<file path="src/rtl/buffer_filler_pkg.sv">
// Shared types and constants for the buffer write-side producer.
package buffer_filler_pkg;

  typedef enum logic [1:0] {
    IDLE = 2'd0,
    FILL = 2'd1,
    PAD  = 2'd2,
    DONE = 2'd3
  } fill_state_t;

  // Value written for pad words; sliced down to the buffer word width.
  localparam logic [63:0] FILL_PAD_WORD = '0;

endpackage

</file>
<file path="src/rtl/buffer_wr_skid.sv">
// Two-entry skid FIFO between the loader stream and the buffer write port.
// Only instantiated when BUF_FILLER_SKID_EN is defined.
module buffer_wr_skid #(
  parameter int DWIDTH = 16
) (
  input  logic              wr_clk,
  input  logic              rstn,
  input  logic              push,
  input  logic [DWIDTH-1:0] din,
  input  logic              pop,
  output logic [DWIDTH-1:0] dout,
  output logic              empty,
  output logic              free
);

  logic [1:0][DWIDTH-1:0] mem;
  logic                   rd_ptr;
  logic                   wr_ptr;
  logic [1:0]             count;

  assign dout  = mem[rd_ptr];
  assign empty = (count == 2'd0);
  assign free  = (count != 2'd2);

  // Pointer/occupancy update; callers never push when full or pop when empty.
  always_ff @(posedge wr_clk) begin
    if (!rstn) begin
      rd_ptr <= 1'b0;
      wr_ptr <= 1'b0;
      count  <= 2'd0;
    end else begin
      if (push) begin
        mem[wr_ptr] <= din;
        wr_ptr      <= ~wr_ptr;
      end
      if (pop) rd_ptr <= ~rd_ptr;
      count <= count + 2'(push) - 2'(pop);
    end
  end

endmodule

</file>
<file path="src/rtl/buffer_filler.sv">
// Write-side producer: moves exactly TILE_LEN words per tile into the buffer,
// zero-padding tiles that end early and flagging tiles that never saw in_last.
// Optional macro BUF_FILLER_SKID_EN inserts a 2-entry skid stage (one extra
// cycle of latency, in_ready decoupled from buf_full).
module buffer_filler
  import buffer_filler_pkg::*;
#(
  parameter  int DWIDTH   = 16,
  parameter  int TILE_LEN = 8,
  localparam int CNT_W    = $clog2(TILE_LEN + 1)
) (
  input  logic              wr_clk,
  input  logic              rstn,
  input  logic              start,
  input  logic              in_valid,
  input  logic [DWIDTH-1:0] in_data,
  input  logic              in_last,
  output logic              in_ready,
  input  logic              buf_full,
  output logic              buf_wr_en,
  output logic [DWIDTH-1:0] buf_din,
  output logic              busy,
  output logic              done,
  output logic [CNT_W-1:0]  word_count,
  output logic              err_nolast
);

  localparam logic [CNT_W-1:0] LAST_IDX = CNT_W'(TILE_LEN - 1);
  localparam logic [CNT_W-1:0] FULL_CNT = CNT_W'(TILE_LEN);

  fill_state_t       state;
  logic              fill_wr;
  logic [DWIDTH-1:0] fill_data;
  logic              pad_wr;

`ifdef BUF_FILLER_SKID_EN
  logic              sk_push;
  logic              sk_empty;
  logic              sk_free;
  logic [DWIDTH-1:0] sk_dout;
  logic              stream_end;
  logic [CNT_W-1:0]  acc_count;

  assign in_ready  = rstn && (state == FILL) && !stream_end && sk_free;
  assign sk_push   = in_valid && in_ready;
  assign fill_wr   = rstn && (state == FILL) && !sk_empty && !buf_full;
  assign fill_data = sk_dout;

  buffer_wr_skid #(.DWIDTH(DWIDTH)) u_skid (
    .wr_clk (wr_clk),
    .rstn   (rstn),
    .push   (sk_push),
    .din    (in_data),
    .pop    (fill_wr),
    .dout   (sk_dout),
    .empty  (sk_empty),
    .free   (sk_free)
  );
`else
  assign in_ready  = rstn && (state == FILL) && !buf_full;
  assign fill_wr   = in_valid && in_ready;
  assign fill_data = in_data;
`endif

  assign pad_wr     = rstn && (state == PAD) && !buf_full;
  assign buf_wr_en  = fill_wr || pad_wr;
  assign buf_din    = (state == PAD) ? FILL_PAD_WORD[DWIDTH-1:0] : fill_data;
  assign busy       = (state == FILL) || (state == PAD);
  assign done       = (state == DONE);

  // Tile sequencing, write counter and missing-last flag.
  always_ff @(posedge wr_clk) begin
    if (!rstn) begin
      state      <= IDLE;
      word_count <= '0;
      err_nolast <= 1'b0;
`ifdef BUF_FILLER_SKID_EN
      stream_end <= 1'b0;
      acc_count  <= '0;
`endif
    end else begin
      case (state)
        IDLE: begin
          if (start) begin
            state      <= FILL;
            word_count <= '0;
            err_nolast <= 1'b0;
`ifdef BUF_FILLER_SKID_EN
            stream_end <= 1'b0;
            acc_count  <= '0;
`endif
          end
        end
        FILL: begin
`ifdef BUF_FILLER_SKID_EN
          // Stream side closes on the final word or an early in_last; the
          // state only advances once every accepted word has reached the buffer.
          if (fill_wr) word_count <= word_count + 1'b1;
          if (sk_push) begin
            acc_count <= acc_count + 1'b1;
            if (acc_count == LAST_IDX) begin
              stream_end <= 1'b1;
              err_nolast <= err_nolast | ~in_last;
            end else if (in_last) begin
              stream_end <= 1'b1;
            end
          end
          if (stream_end && sk_empty)
            state <= (word_count == FULL_CNT) ? DONE : PAD;
`else
          if (fill_wr) begin
            word_count <= word_count + 1'b1;
            if (word_count == LAST_IDX) begin
              state      <= DONE;
              err_nolast <= err_nolast | ~in_last;
            end else if (in_last) begin
              state <= PAD;
            end
          end
`endif
        end
        PAD: begin
          if (pad_wr) begin
            word_count <= word_count + 1'b1;
            if (word_count == LAST_IDX) state <= DONE;
          end
        end
        default: state <= IDLE;
      endcase
    end
  end

endmodule

</file>
<file path="config.mk">
export PLATFORM = sky130hd
export DESIGN_NAME = buffer_filler
export DESIGN_NICKNAME = d
export VERILOG_FILES = /design/src/rtl/buffer_filler_pkg.sv /design/src/rtl/buffer_wr_skid.sv /design/src/rtl/buffer_filler.sv
export SDC_FILE = /design/constraint.sdc
export NUM_CORES = 1
export LEC_CHECK = 0
export CORE_UTILIZATION = 36
export DETAILED_ROUTE_END_ITERATION = 12
export PLACE_DENSITY = 0.9
export RECOVER_POWER = 100
export REMOVE_ABC_BUFFERS = 1
export SYNTH_ARGS = -nofsm -noshare
export SYNTH_HDL_FRONTEND = slang
export SYNTH_SLANG_ARGS = --single-unit
export TNS_END_PERCENT = 5
</file>
<file path="constraint.sdc">
create_clock -name wr_clk -period 2.89 [get_ports wr_clk]
set_clock_uncertainty 0.1 [all_clocks]
set_input_delay 0.578 -clock wr_clk [delete_from_list [all_inputs] [get_ports wr_clk]]
set_output_delay 0.578 -clock wr_clk [all_outputs]
set_load 0.01 [all_outputs]
</file>
==> flow_summary.ini <==
[logic_synthesis]
synthArstFlopShare = 0
yosysWarnings = 0
yosys_register_bits = 7
synth-edff-count = 0
synth_commonest_cells = nor2b_1 (17), dfxtp_1 (7), ha_1 (6), inv_1 (6)
synth_area_leader_cell = dfxtp_1
synth_cell_types = 30
synth_flop_cell = dfxtp_1
synthSimpleGateAreaFrac = 0.384
synth_area_um2 = 638
synthCells = 81
syn_avg_cell_area_um2 = 7.88
synthMuxAreaShare = 0.0157
synth_top_area_share = 0.220
yosysMostFrequentCell = nor2b_1
synthAdderAreaFrac = 0.118
yosys-top-cells-area = dfxtp_1 (22%), nor2b_1 (17%), ha_1 (12%), o21ai_0 (3.9%), inv_1 (3.5%)
yosysSeqAreaShare = 0.220
synth_xor_area_frac = 0
synth_top_family_by_area = simple AND/OR/NAND/NOR gates
synth_compound_area_frac = 0.198

[critical_path]
end_kind = output port
critical_path_required_ps = 2210
rrSetupSlack_ps = 940
cp_max_fo = 5
path_common_cell = dlygate4sd3_1
reg2reg_from = state[1]
cp_cell_sequence = dlygate4sd3_1 -> nand2b_2 -> nor2_1 -> dlygate4sd3_1
cp_slowest_stage_delay_ps = 620
crit_path_top_delay_cell = dlygate4sd3_1
crit_start = rstn
arrival_ps = 2000
startpoint_type = input pin
crit_type = in2out

[layout]
syn2layout_area_growth_pct = 76.1
final_area_mm2 = 0.00112
fillCellCount = 134
seq_area_um2 = 140
layout.nets = 158
antenna_cells = 0
drive_gt1_frac = 0.0620
multiInputGateArea_um2 = 450

[cts]
cts_max_level = 1
cts_tree = yes
clock_latency_ps = 250
cts_made_buffers = 3
clockBufferDepth = 2
cts_hold_buf = 0
cts.sinks = 7
clkSlewWorstSetupHoldPaths_ps = 50
cts_root_buf = clkbuf_4

[global_routing]
gr-max-usage-layer = met2
grt_max_degree = 23
grtUsageMet2 = 0.421
grt_util_met3 = 0.0612
first_global_vias = 786
grt_pass1_wl_mm = 3.39
grt_overflow = 0
antenna_found_initial = 0
grt_use_met1 = 0.259
grt_use_total = 0.230

[sta]
final_max_slew_viol_count = 0
period_needed_ps = 2680
rsz0062_at_grt = false
fin_setup_tns_ps = 0
fmax_ghz = 0.373
slew_headroom = 0.616
setup_viol = 0
setup_ws_ps = 212
worst_pin_slew_ps = 576
hold_viol = 0
period_share = 0.927

[floorplanning]
fp.dieH_um = 44.1
std_cell_rows = 14
core_area_mm2 = 0.00158
start_util = 0.405
dieArea_mm2 = 0.00194
io_pins = 47
die_x_um = 44.1

[detailed_routing]
first_iter_violations = 43
num_vias = 787
drcViolationCount = 0
via_per_inst = 5.43
drt-pass1-iter-count = 6
postRouteAntennaNets = 0
wl_per_cell_um = 14.6
routed_wl_mm = 2.12

[place]
io_buffers = 46
dp_hpwl_mm = 1.68
post_dp_cell_area_mm2 = 0.00111
pre_cts_ws_ps = 322
place.gp.congestion = 0.830

[worst_hold_path]
hp-class = reg2reg
hp-start = word_count[1]

[flow_run]
cap_viol_max_count = 0

[power_and_ir_drop]
vdd_drop_max_uv = 326
power_leakage_nw = 0.488
cellPowerDensity_mw_per_mm2 = 627

[run_status]
status = finished, final reports clean
-- stage by stage --
stage	cells	hold slack [ps]	utilization	power [mW]
2_1_floorplan	78	386	-	0.406
3_3_place_gp	141	396	0.702	0.617
3_5_place_dp	141	411	0.702	0.638
4_1_cts	145	421	0.719	0.734
5_1_grt	145	480	0.713	0.756
6_report	145	427	0.713	0.704
-- power by group --
group	leakage, nW	total (mW)	internal, mW	switching, mW
Combinational	0.416	0.473	0.226	0.247
Sequential	0.0569	0.141	0.118	0.0231
Clock	0.0150	0.0901	0.0528	0.0373
-- registers in the layout (all words and copies together), names as in the netlist --
name / count
word_count: 4
err_nolast: 1
state: 2
-- layer usage --
metal  up-vias  part of all wire
met2        51              0.52
li1        382                 -
met4         0             0.023
met3        12             0.086
met1       342              0.37
met5         -                 0
-- final timing paths --
path	cells after the start	to
worst min register to register	2	word_count[1]
worst max-delay path	4	buf_wr_en
worst max register to register	5	state[0]
worst min-delay path	2	word_count[1]
-- cells by family after synthesis --
logic type | Yosys count
compound gates | 19
mux | 1
simple gates | 39
buf+inv | 9
fa+ha+maj | 6
flops | 7
-- timing repair --
action,CTS,global route
gates resized for setup,0,1
setup buffers,0,0
setup endpoints to repair,0,1
-- final cells by class --
class / instances / area share
Timing Repair Buffer: 47 / 0.413
Multi-Input combinational cell: 65 / 0.401
Sequential cell: 7 / 0.125
Clock buffer: 4 / 0.0234
Inverter: 6 / 0.0200
Tap cell: 16 / 0.0178
-- layout by cell type, fill, tap and decap left out, types with 2 or more instances in the layout --
master,instances
dlygate4sd3_1,25
clkdlybuf4s50_1,21
nor2b_1,17
dfxtp_1,7
inv_1,6
o21ai_0,5
nand2_1,5
ha_1,5
a21oi_1,4
nor2_1,4
nand3_1,3
clkbuf_4,3
nand3b_1,2
a311oi_1,2
a31oi_1,2
clkbuf_1,2
-- critical path: cells and delay by family --
kind                   cells  cell delay, ps
buffers and inverters      2            1210
and+or+nand+nor            2             220
Note: power is estimated with default switching activity, not from simulation.
